**config.mk**
```make
export PLATFORM = sky130hd
export DESIGN_NAME = fpu_issue_ctrl
export DESIGN_NICKNAME = d
export VERILOG_FILES = /design/src/rtl/fpu_issue_ctrl.sv
export SDC_FILE = /design/constraint.sdc
export NUM_CORES = 1
export LEC_CHECK = 0
export BUFFER_PORTS_ARGS = -buffer_cell sky130_fd_sc_hd__buf_4
export CAP_MARGIN = 20
export CELL_PAD_IN_SITES_DETAIL_PLACEMENT = 1
export CELL_PAD_IN_SITES_GLOBAL_PLACEMENT = 1
export CORE_UTILIZATION = 45
export DETAILED_ROUTE_END_ITERATION = 12
export PLACE_DENSITY = 0.74
export SLEW_MARGIN = 20
export SYNTH_ARGS = -nofsm -noshare
export SYNTH_HDL_FRONTEND = slang
export SYNTH_SLANG_ARGS = --single-unit
```
**constraint.sdc**
```tcl
create_clock -name Clk -period 6.87 [get_ports Clk]
set_input_delay 0.687 -clock Clk [delete_from_list [all_inputs] [get_ports Clk]]
set_output_delay 0.687 -clock Clk [all_outputs]
set_load 0.02 [all_outputs]
```
**src/rtl/fpu_issue_ctrl.sv**
```systemverilog
// Issue stage in front of the FPU core: request FIFO, start-pulse sequencer, Done-edge capture and response port.
// Define FPU_ISSUE_TIMEOUT_EN to bound the WAIT state and return a quiet NaN on expiry.
module fpu_issue_ctrl #(
    parameter int PRECISION    = 32,
    parameter int DEPTH        = 4,
    parameter int START_CYCLES = 2,
    parameter int TIMEOUT      = 64
) (
    input  logic                 Clk,
    input  logic                 Reset,
    input  logic                 ReqValid,
    output logic                 ReqReady,
    input  logic [PRECISION-1:0] ReqA,
    input  logic [PRECISION-1:0] ReqB,
    input  logic [1:0]           ReqOp,
    output logic [PRECISION-1:0] FpuA,
    output logic [PRECISION-1:0] FpuB,
    output logic [1:0]           FpuOp,
    output logic                 FpuStart,
    input  logic [PRECISION-1:0] FpuResult,
    input  logic                 FpuDone,
    output logic                 RspValid,
    input  logic                 RspReady,
    output logic [PRECISION-1:0] RspData,
    output logic [1:0]           RspOp,
    output logic                 RspTimeout,
    output logic                 Busy
);
    localparam int PTR_W = (DEPTH > 1) ? $clog2(DEPTH) : 1;
    localparam int CNT_W = PTR_W + 1;
    localparam int SC_W  = (START_CYCLES > 1) ? $clog2(START_CYCLES) : 1;

    typedef enum logic [1:0] {IDLE, START, WAIT, RESP} state_t;

    state_t               state;
    logic [PRECISION-1:0] a_mem  [DEPTH];
    logic [PRECISION-1:0] b_mem  [DEPTH];
    logic [1:0]           op_mem [DEPTH];
    logic [PTR_W-1:0]     wr_ptr;
    logic [PTR_W-1:0]     rd_ptr;
    logic [CNT_W-1:0]     count;
    logic [SC_W-1:0]      start_cnt;
    logic                 done_q;
    logic                 push;
    logic                 pop;
    logic                 done_edge;

`ifdef FPU_ISSUE_TIMEOUT_EN
    localparam int WT_W  = $clog2(TIMEOUT + 1);
    localparam int EXP_W = (PRECISION == 64) ? 11 : (PRECISION == 16) ? 5 : 8;

    logic [WT_W-1:0] wait_cnt;
    logic            rsp_timeout;

    function automatic logic [PRECISION-1:0] quiet_nan();
        logic [PRECISION-1:0] q;
        q = '0;
        q[PRECISION-2 -: EXP_W] = '1;
        q[PRECISION-2-EXP_W]    = 1'b1;
        return q;
    endfunction

    assign RspTimeout = rsp_timeout;
`else
    logic [31:0] unused_timeout;
    assign unused_timeout = 32'(TIMEOUT);
    assign RspTimeout     = 1'b0;
`endif

    // No bypass: a full FIFO refuses requests even while the FSM pops.
    assign ReqReady  = (count != CNT_W'(DEPTH));
    assign push      = ReqValid && ReqReady;
    assign pop       = (state == IDLE) && (count != '0);
    assign done_edge = FpuDone && !done_q;
    assign Busy      = (state != IDLE) || (count != '0);

    always_ff @(posedge Clk) begin
        if (push) begin
            a_mem[wr_ptr]  <= ReqA;
            b_mem[wr_ptr]  <= ReqB;
            op_mem[wr_ptr] <= ReqOp;
        end
    end

    always_ff @(posedge Clk) begin
        if (Reset) begin
            state     <= IDLE;
            wr_ptr    <= '0;
            rd_ptr    <= '0;
            count     <= '0;
            start_cnt <= '0;
            done_q    <= 1'b1;
            FpuA      <= '0;
            FpuB      <= '0;
            FpuOp     <= '0;
            FpuStart  <= 1'b0;
            RspValid  <= 1'b0;
            RspData   <= '0;
            RspOp     <= '0;
`ifdef FPU_ISSUE_TIMEOUT_EN
            wait_cnt    <= '0;
            rsp_timeout <= 1'b0;
`endif
        end else begin
            if (push) wr_ptr <= wr_ptr + 1'b1;
            if (pop)  rd_ptr <= rd_ptr + 1'b1;
            count <= count + CNT_W'(push) - CNT_W'(pop);

            case (state)
                IDLE: begin
                    done_q <= 1'b1;
                    if (pop) begin
                        FpuA      <= a_mem[rd_ptr];
                        FpuB      <= b_mem[rd_ptr];
                        FpuOp     <= op_mem[rd_ptr];
                        FpuStart  <= 1'b1;
                        start_cnt <= SC_W'(START_CYCLES - 1);
                        state     <= START;
                    end
                end
                START: begin
                    // Holding done_q high masks a Done level left over from the previous operation.
                    done_q <= 1'b1;
                    if (start_cnt == '0) begin
                        FpuStart <= 1'b0;
                        state    <= WAIT;
`ifdef FPU_ISSUE_TIMEOUT_EN
                        wait_cnt <= '0;
`endif
                    end else begin
                        start_cnt <= start_cnt - 1'b1;
                    end
                end
                WAIT: begin
                    done_q <= FpuDone;
                    if (done_edge) begin
                        RspData  <= FpuResult;
                        RspOp    <= FpuOp;
                        RspValid <= 1'b1;
                        state    <= RESP;
`ifdef FPU_ISSUE_TIMEOUT_EN
                        rsp_timeout <= 1'b0;
                    end else if (wait_cnt == WT_W'(TIMEOUT - 1)) begin
                        RspData     <= quiet_nan();
                        RspOp       <= FpuOp;
                        RspValid    <= 1'b1;
                        rsp_timeout <= 1'b1;
                        state       <= RESP;
                    end else begin
                        wait_cnt <= wait_cnt + 1'b1;
`endif
                    end
                end
                RESP: begin
                    if (RspReady) begin
                        RspValid <= 1'b0;
                        state    <= IDLE;
                    end
                end
                default: state <= IDLE;
            endcase
        end
    end
endmodule
```
* After elaboration in Yosys (flattened, before gate mapping) *
Memories as Yosys holds them, arrays and structs flattened. A register that Yosys moved wholly into a read port is not among the register bits.
Cells that the tools add are included.

operators by class
  add/subtract/negate cells = 5
  multipliers = 0
  divide/modulo/power cells = 0
  $lt $le $gt $ge = 0
  equal/unequal tests = 8
  shift-type cells = 0
  multiplexer cells = 16
  bitwise operators = 0
  reductions and logical operators = 18

operators by type and width
  kind                                            number
  two-way mux 2 bit                               4
  inequality test 2 bit (second input constant)   4
  one-hot mux 1 bit (2 select lines)              4
  one-hot mux 2 bit (4 select lines)              1
  nonzero test 2 bit                              4
  two-way mux 1 bit                               7
  AND reduction 2 bit                             3
  AND reduction 3 bit                             2
  adder 2 x 1 -> 2 bit (second input constant)    2
  == test 2 bit (second input constant)           2
  AND reduction 4 bit                             1
  adder 3 x 1 -> 3 bit                            1
  logical AND 1 bit                               3
  inequality test 3 bit (second input constant)   1
  nonzero test 3 bit                              1
  subtractor 3 x 1 -> 3 bit                       1
  == test 2 x 1 -> 1 bit (second input constant)  1
  zero test 2 bit                                 1
  OR reduction 2 bit                              1
  zero test 1 bit                                 1
  logical OR 1 bit                                1
  subtractor 1 bit (second input constant)        1

storage, ports and cells
  flip-flop bits (word level) = 47
  bits in latches = 0
  RAM bits = 264
  ROM bits = 0
  input bits = 103
  output and inout port bits = 105
  word-level logic and storage cells = 60
  memories kept = 3

memory list
  name    depth  width  rd ports  clocked after Yosys merged registers in  write ports  RTL line  text
  a_mem   4      32     1         1                                        1            36        logic [PRECISION-1:0] a_mem [DEPTH];
  b_mem   4      32     1         1                                        1            37        logic [PRECISION-1:0] b_mem [DEPTH];
  op_mem  4      2      1         1                                        1            38        logic [1:0] op_mem [DEPTH];

* Depth between registers and ports, before layout *
  depth in word-level cells = 4
  mapped depth = 11

* Worst setup path after synthesis *
Ideal clock, no wire load.

  kind = register to register
  from = register count[1]
  to = memory a_mem[0][0] (enable)
  library setup time = 0.432 ns
  arrival time = 2.346 ns
  required time = 6.438 ns
  setup slack = 4.092 ns
  cell stages (with the launch flop) = 3
  buffers on the path = 0
  clock period less this slack = 2.778 ns
  cell sequence = dfxtp_1 or3b_1 and3_1

on the way
  word-level cells in the longest chain between the ends = 4

RTL lines
  what                                     RTL line  text
  start: declaration                       41        logic [CNT_W-1:0] count;
  start signal: assignment                 107       count <= count + CNT_W'(push) - CNT_W'(pop);
  inequality test 3 bit                    71        assign ReqReady = (count != CNT_W'(DEPTH));
  net ReqReady                             12        output logic ReqReady,
  logical AND 1 bit                        72        assign push = ReqValid && ReqReady;
  two-way mux 1 bit                        78        if (push) begin
  two-way mux 1 bit (implied by the code)  79        a_mem[wr_ptr] <= ReqA;
  end: declaration                         36

The timed path passes the listed nets, and every way through them passes these cells.

* Worst setup path in the final report *
  from = register state[1]
  to = register FpuB[20] (read register of b_mem)

on the way
  word-level cells in the longest chain between the ends = 3

RTL lines
  what                                  RTL line  text
  start: declaration                    35        state_t state;
  start signal: assignment              87        state <= IDLE;
  start signal: assignment              118       state <= START;
  start signal: assignment              126       state <= WAIT;
  zero test 2 bit                       73        assign pop = (state == IDLE) && (count != '0);
  logical AND 1 bit                     73
  net pop                               45        logic pop;
  AND reduction 2 bit (no source line)  --
  end: declaration                      17        output logic [PRECISION-1:0] FpuB,

The timed path passes the listed nets, and every way through them passes these cells.
A chain may end at the register's enable or synchronous reset.

==> results by group <==
Global route
  • All-Layer GR Usage: between 10% and 20%
  • First-pass GRT wire length: between 40000 and 50000 um
  • Overflow after GRT: 0
  • Vias in the first global route: 7787
  • Largest net degree at the start of global routing: 68
  • Initial antenna violation count: 1

Logic synthesis
  • EDFF count, synth: approximately 260
  • Syn_nets: 844
  • Yosys cell types: 37
  • Synth Area per Inst: about 18 um2
  • Top cells by area, synth: edfxtp_1, dfxtp_1, mux4_2
  • Post-synthesis sequential area ratio: 75.7%
  • Synth Cell Area: approximately 13000 um2
  • Main synth FF type: edfxtp_1
  • Mux share of post-synthesis cell area: around 11%
  • Synth Register Bits: about 380
  • Mapped Cells: 729
  • Post-Synth Adder-Cell Area: ~1.2%
  • Compound-Gate Fraction of Synth Area: 6.36%
  • Async set-or-reset flop fraction in the synthesized netlist: 0%
  • Ys Warns: 0
  • Cell taking the most area after synthesis: edfxtp_1
  • Simple-gate share of the synthesized area: 3.11%
  • Largest family of logic cells by synthesized area: multiplexers
  • Top cells by count, synth: edfxtp_1, dfxtp_1, nand2_1
  • Most frequent cell after synthesis: edfxtp_1
  • XOR/XNOR share of the synthesized area: less than 1%
  • Synth top area share: between 50% and 60%

Route
  • Drt pass-1 iters: 4
  • DRT iter0 DRCs: approximately 410
  • Drt via density: 5.30
  • Vias: about 7200
  • Drt wl/cell: between 20 and 25 um
  • Final ANT Viol Nets: 0
  • Remaining routing DRC violations: 0
  • Final wirelength: about 29000 um

Clock network
  • Clk_lat worst skew: approximately 0.52 ns
  • H-tree Lvls: 2
  • Post-CTS sizing: 0
  • CTS max path bufs: 3
  • Clock sink count: between 300 and 400
  • Cts bufs inserted: 40
  • Clock-pin slew on the worst setup and hold paths: roughly 0.06 ns
  • CTS tree: done
  • CTS hold repair buffers: 0
  • Post-CTS setup buffers: 0
  • CTS Root Cell: clkbuf_16

Setup path
  • CP bufs+invs: 2
  • Setup CP Type: reg2reg
  • FF-to-FF End: FpuB[20]
  • Critical Path Sink: FpuB[20]
  • CP top delay family: buffers and inverters
  • Crit path max fanout: 46
  • Required @ worst endpoint: 7.33 ns
  • R2R cell count: 6
  • Critical Path Sink Type: flip-flop
  • Crit path largest cell delay: approximately 0.63 ns
  • Reg2reg setup slack: about 4.3 ns
  • CP Depth: 6
  • Slowest CP cell: buf_4
  • WP data arrival: a little over 3 ns
  • CP startpoint: state[1]
  • FF-to-FF Start: state[1]
  • CP Cell Sequence: inv_1, ha_1, o31a_2, nor2b_4, buf_4, a22o_1
  • Crit start category: flip-flop

Min path
  • Startpoint of the worst hold path: ReqB[15]
  • Type of the most critical hold path: in2reg

Layout
  • Reg area: 10200 um2
  • Area of the multi-input gates: about 3000 um2
  • Antenna Cells: 0
  • Layout cells sized above 1: 36.0%
  • Nets: 1058
  • Fillers: 2645
  • Area grow syn2layout: 23.7%

Outcome
  • Status: complete, no violations

Floorplanning
  • Die Y: 175 um
  • FP Rows: 62
  • Io pins: 208
  • Core ar.: 29100 um2
  • Initial Utilization: between 40% and 50%
  • Die X: 175 um
  • Full die area: approximately 30000 um2

Timing
  • Rel. slew slack: approximately 27%
  • Final min period: between 2 and 3 ns
  • Worst Tran Pin Value: around 1.1 ns
  • Unrepaired setup endpoints after global routing: no
  • Final worst path period share: 37.7%
  • Fmax: around 390 MHz
  • Pins over their slew limit: 0
  • Setup TNS: 0 ns
  • Worst Slack Setup Final: 4.28 ns
  • Skew final: approximately 0.019 ns
  • Final Hold Vio Count: 0
  • Final setup viols: 0

Place
  • Post-DP HPWL: approximately 18000 um
  • Pre-CTS setup slack: around 4.3 ns
  • Gpl congestion: 0.751
  • IO buf count: 206

Flow run
  • Maxcap violations: 0

Pwr
  • Power Density: about 400 nW/um2
  • LEAKAGE: 5.98 nW
  • Peak supply drop: 0.265 mV
## sequential cells by signal, indices dropped and copies added, names as in the netlist
| name | flops |
|---|---|
| FpuStart | 1 |
| count | 3 |
| start_cnt | 1 |
| a_mem | 128 |
| FpuA | 32 |
| b_mem | 128 |
| RspData | 32 |
| wr_ptr | 2 |
| FpuB | 32 |
| done_q | 1 |
| RspOp | 2 |
| rd_ptr | 2 |
| op_mem | 8 |
| FpuOp | 2 |
| RspValid | 1 |
| state | 2 |
## placed cells by master (no fill, tap or decap), types with 4 or more instances in the layout
cell       netlist  layout
clkbuf_8         0       5
clkbuf_1        19      12
a21oi_1         37      37
a22o_1          68      68
clkinv_2         0       9
inv_1           11      11
and3_4           0       4
mux4_2          66      66
buf_4            7     212
nand2_1         72      72
nor2_1          11      10
dfxtp_1        113     111
clkbuf_16        0      43
edfxtp_1       264     264
ha_1            11      11
o21ai_0          4       4
## final cells by class
class                      count  area share [%]
inverter                      11           0.248
timing repair buffer         214            9.89
sequential                   377            61.2
clock buffer                  60            7.14
multi-input combinational    299            18.0
clock inverter                13           0.624
tap                          384            2.89
## cells by family (layout without fill, tap and decap cells)
family / after synthesis / in the layout
flops: 377 / 377
compound gates: 116 / 116
simple gates: 99 / 99
mux: 66 / 66
buf+inv: 53 / 298
fa+ha+maj: 12 / 12
xor+xnor: 5 / 5
other cells: 1 / 1
## stage by stage
step | hold WS (ns) | std cells | utilization (%) | area [um2] | total power [mW]
3_3_place_gp | 0.444 | 1283 | 52.6 | 15300 | 4.65
4_1_cts | 0.344 | 1356 | 57.1 | 16600 | 6.79
3_5_place_dp | 0.448 | 1283 | 52.6 | 15300 | 4.70
6_report | 0.363 | 1358 | 57.2 | 16700 | 6.71
5_1_grt | 0.347 | 1358 | 57.2 | 16700 | 7.00
2_1_floorplan | 0.469 | 729 | - | 13500 | 4.07
## power by group
group / switching, mW / internal, mW / leakage (nW)
Clock: 0.832 / 1.24 / 0.642
Combinational: 0.808 / 0.742 / 2.00
Sequential: 0.271 / 2.82 / 3.34
Total: 1.91 / 4.80 / 5.98
## routing by layer
layer / vias up / part of all wire [%] / track usage (%)
met5: - / 0.041 / 0
met4: 2 / 1.6 / 4.53
met3: 39 / 6.7 / 5.16
met2: 216 / 51 / 33.8
met1: 3659 / 41 / 23.9
li1: 3288 / - / -
## how the worst min path moves through the flow
stage / endpoint / slack [ns] / cells past startpoint
after floorplan: wr_ptr[1] / 0.47 / 2
after global placement: RspData[22] / 0.44 / 2
after detailed placement: RspData[18] / 0.45 / 2
after CTS: b_mem[0][28] / 0.34 / 1
after global routing: b_mem[1][28] / 0.35 / 1
final: b_mem[0][15] / 0.36 / 1
## worst reg2reg max path, cell delays in order (launching register included)
cell	delay, ns
dfxtp_1	0.33
inv_1	0.15
ha_1	0.27
o31a_2	0.29
nor2b_4	0.61
buf_4	0.64
a22o_1	0.26
No activity file was read; power rests on OpenSTA's default activity.
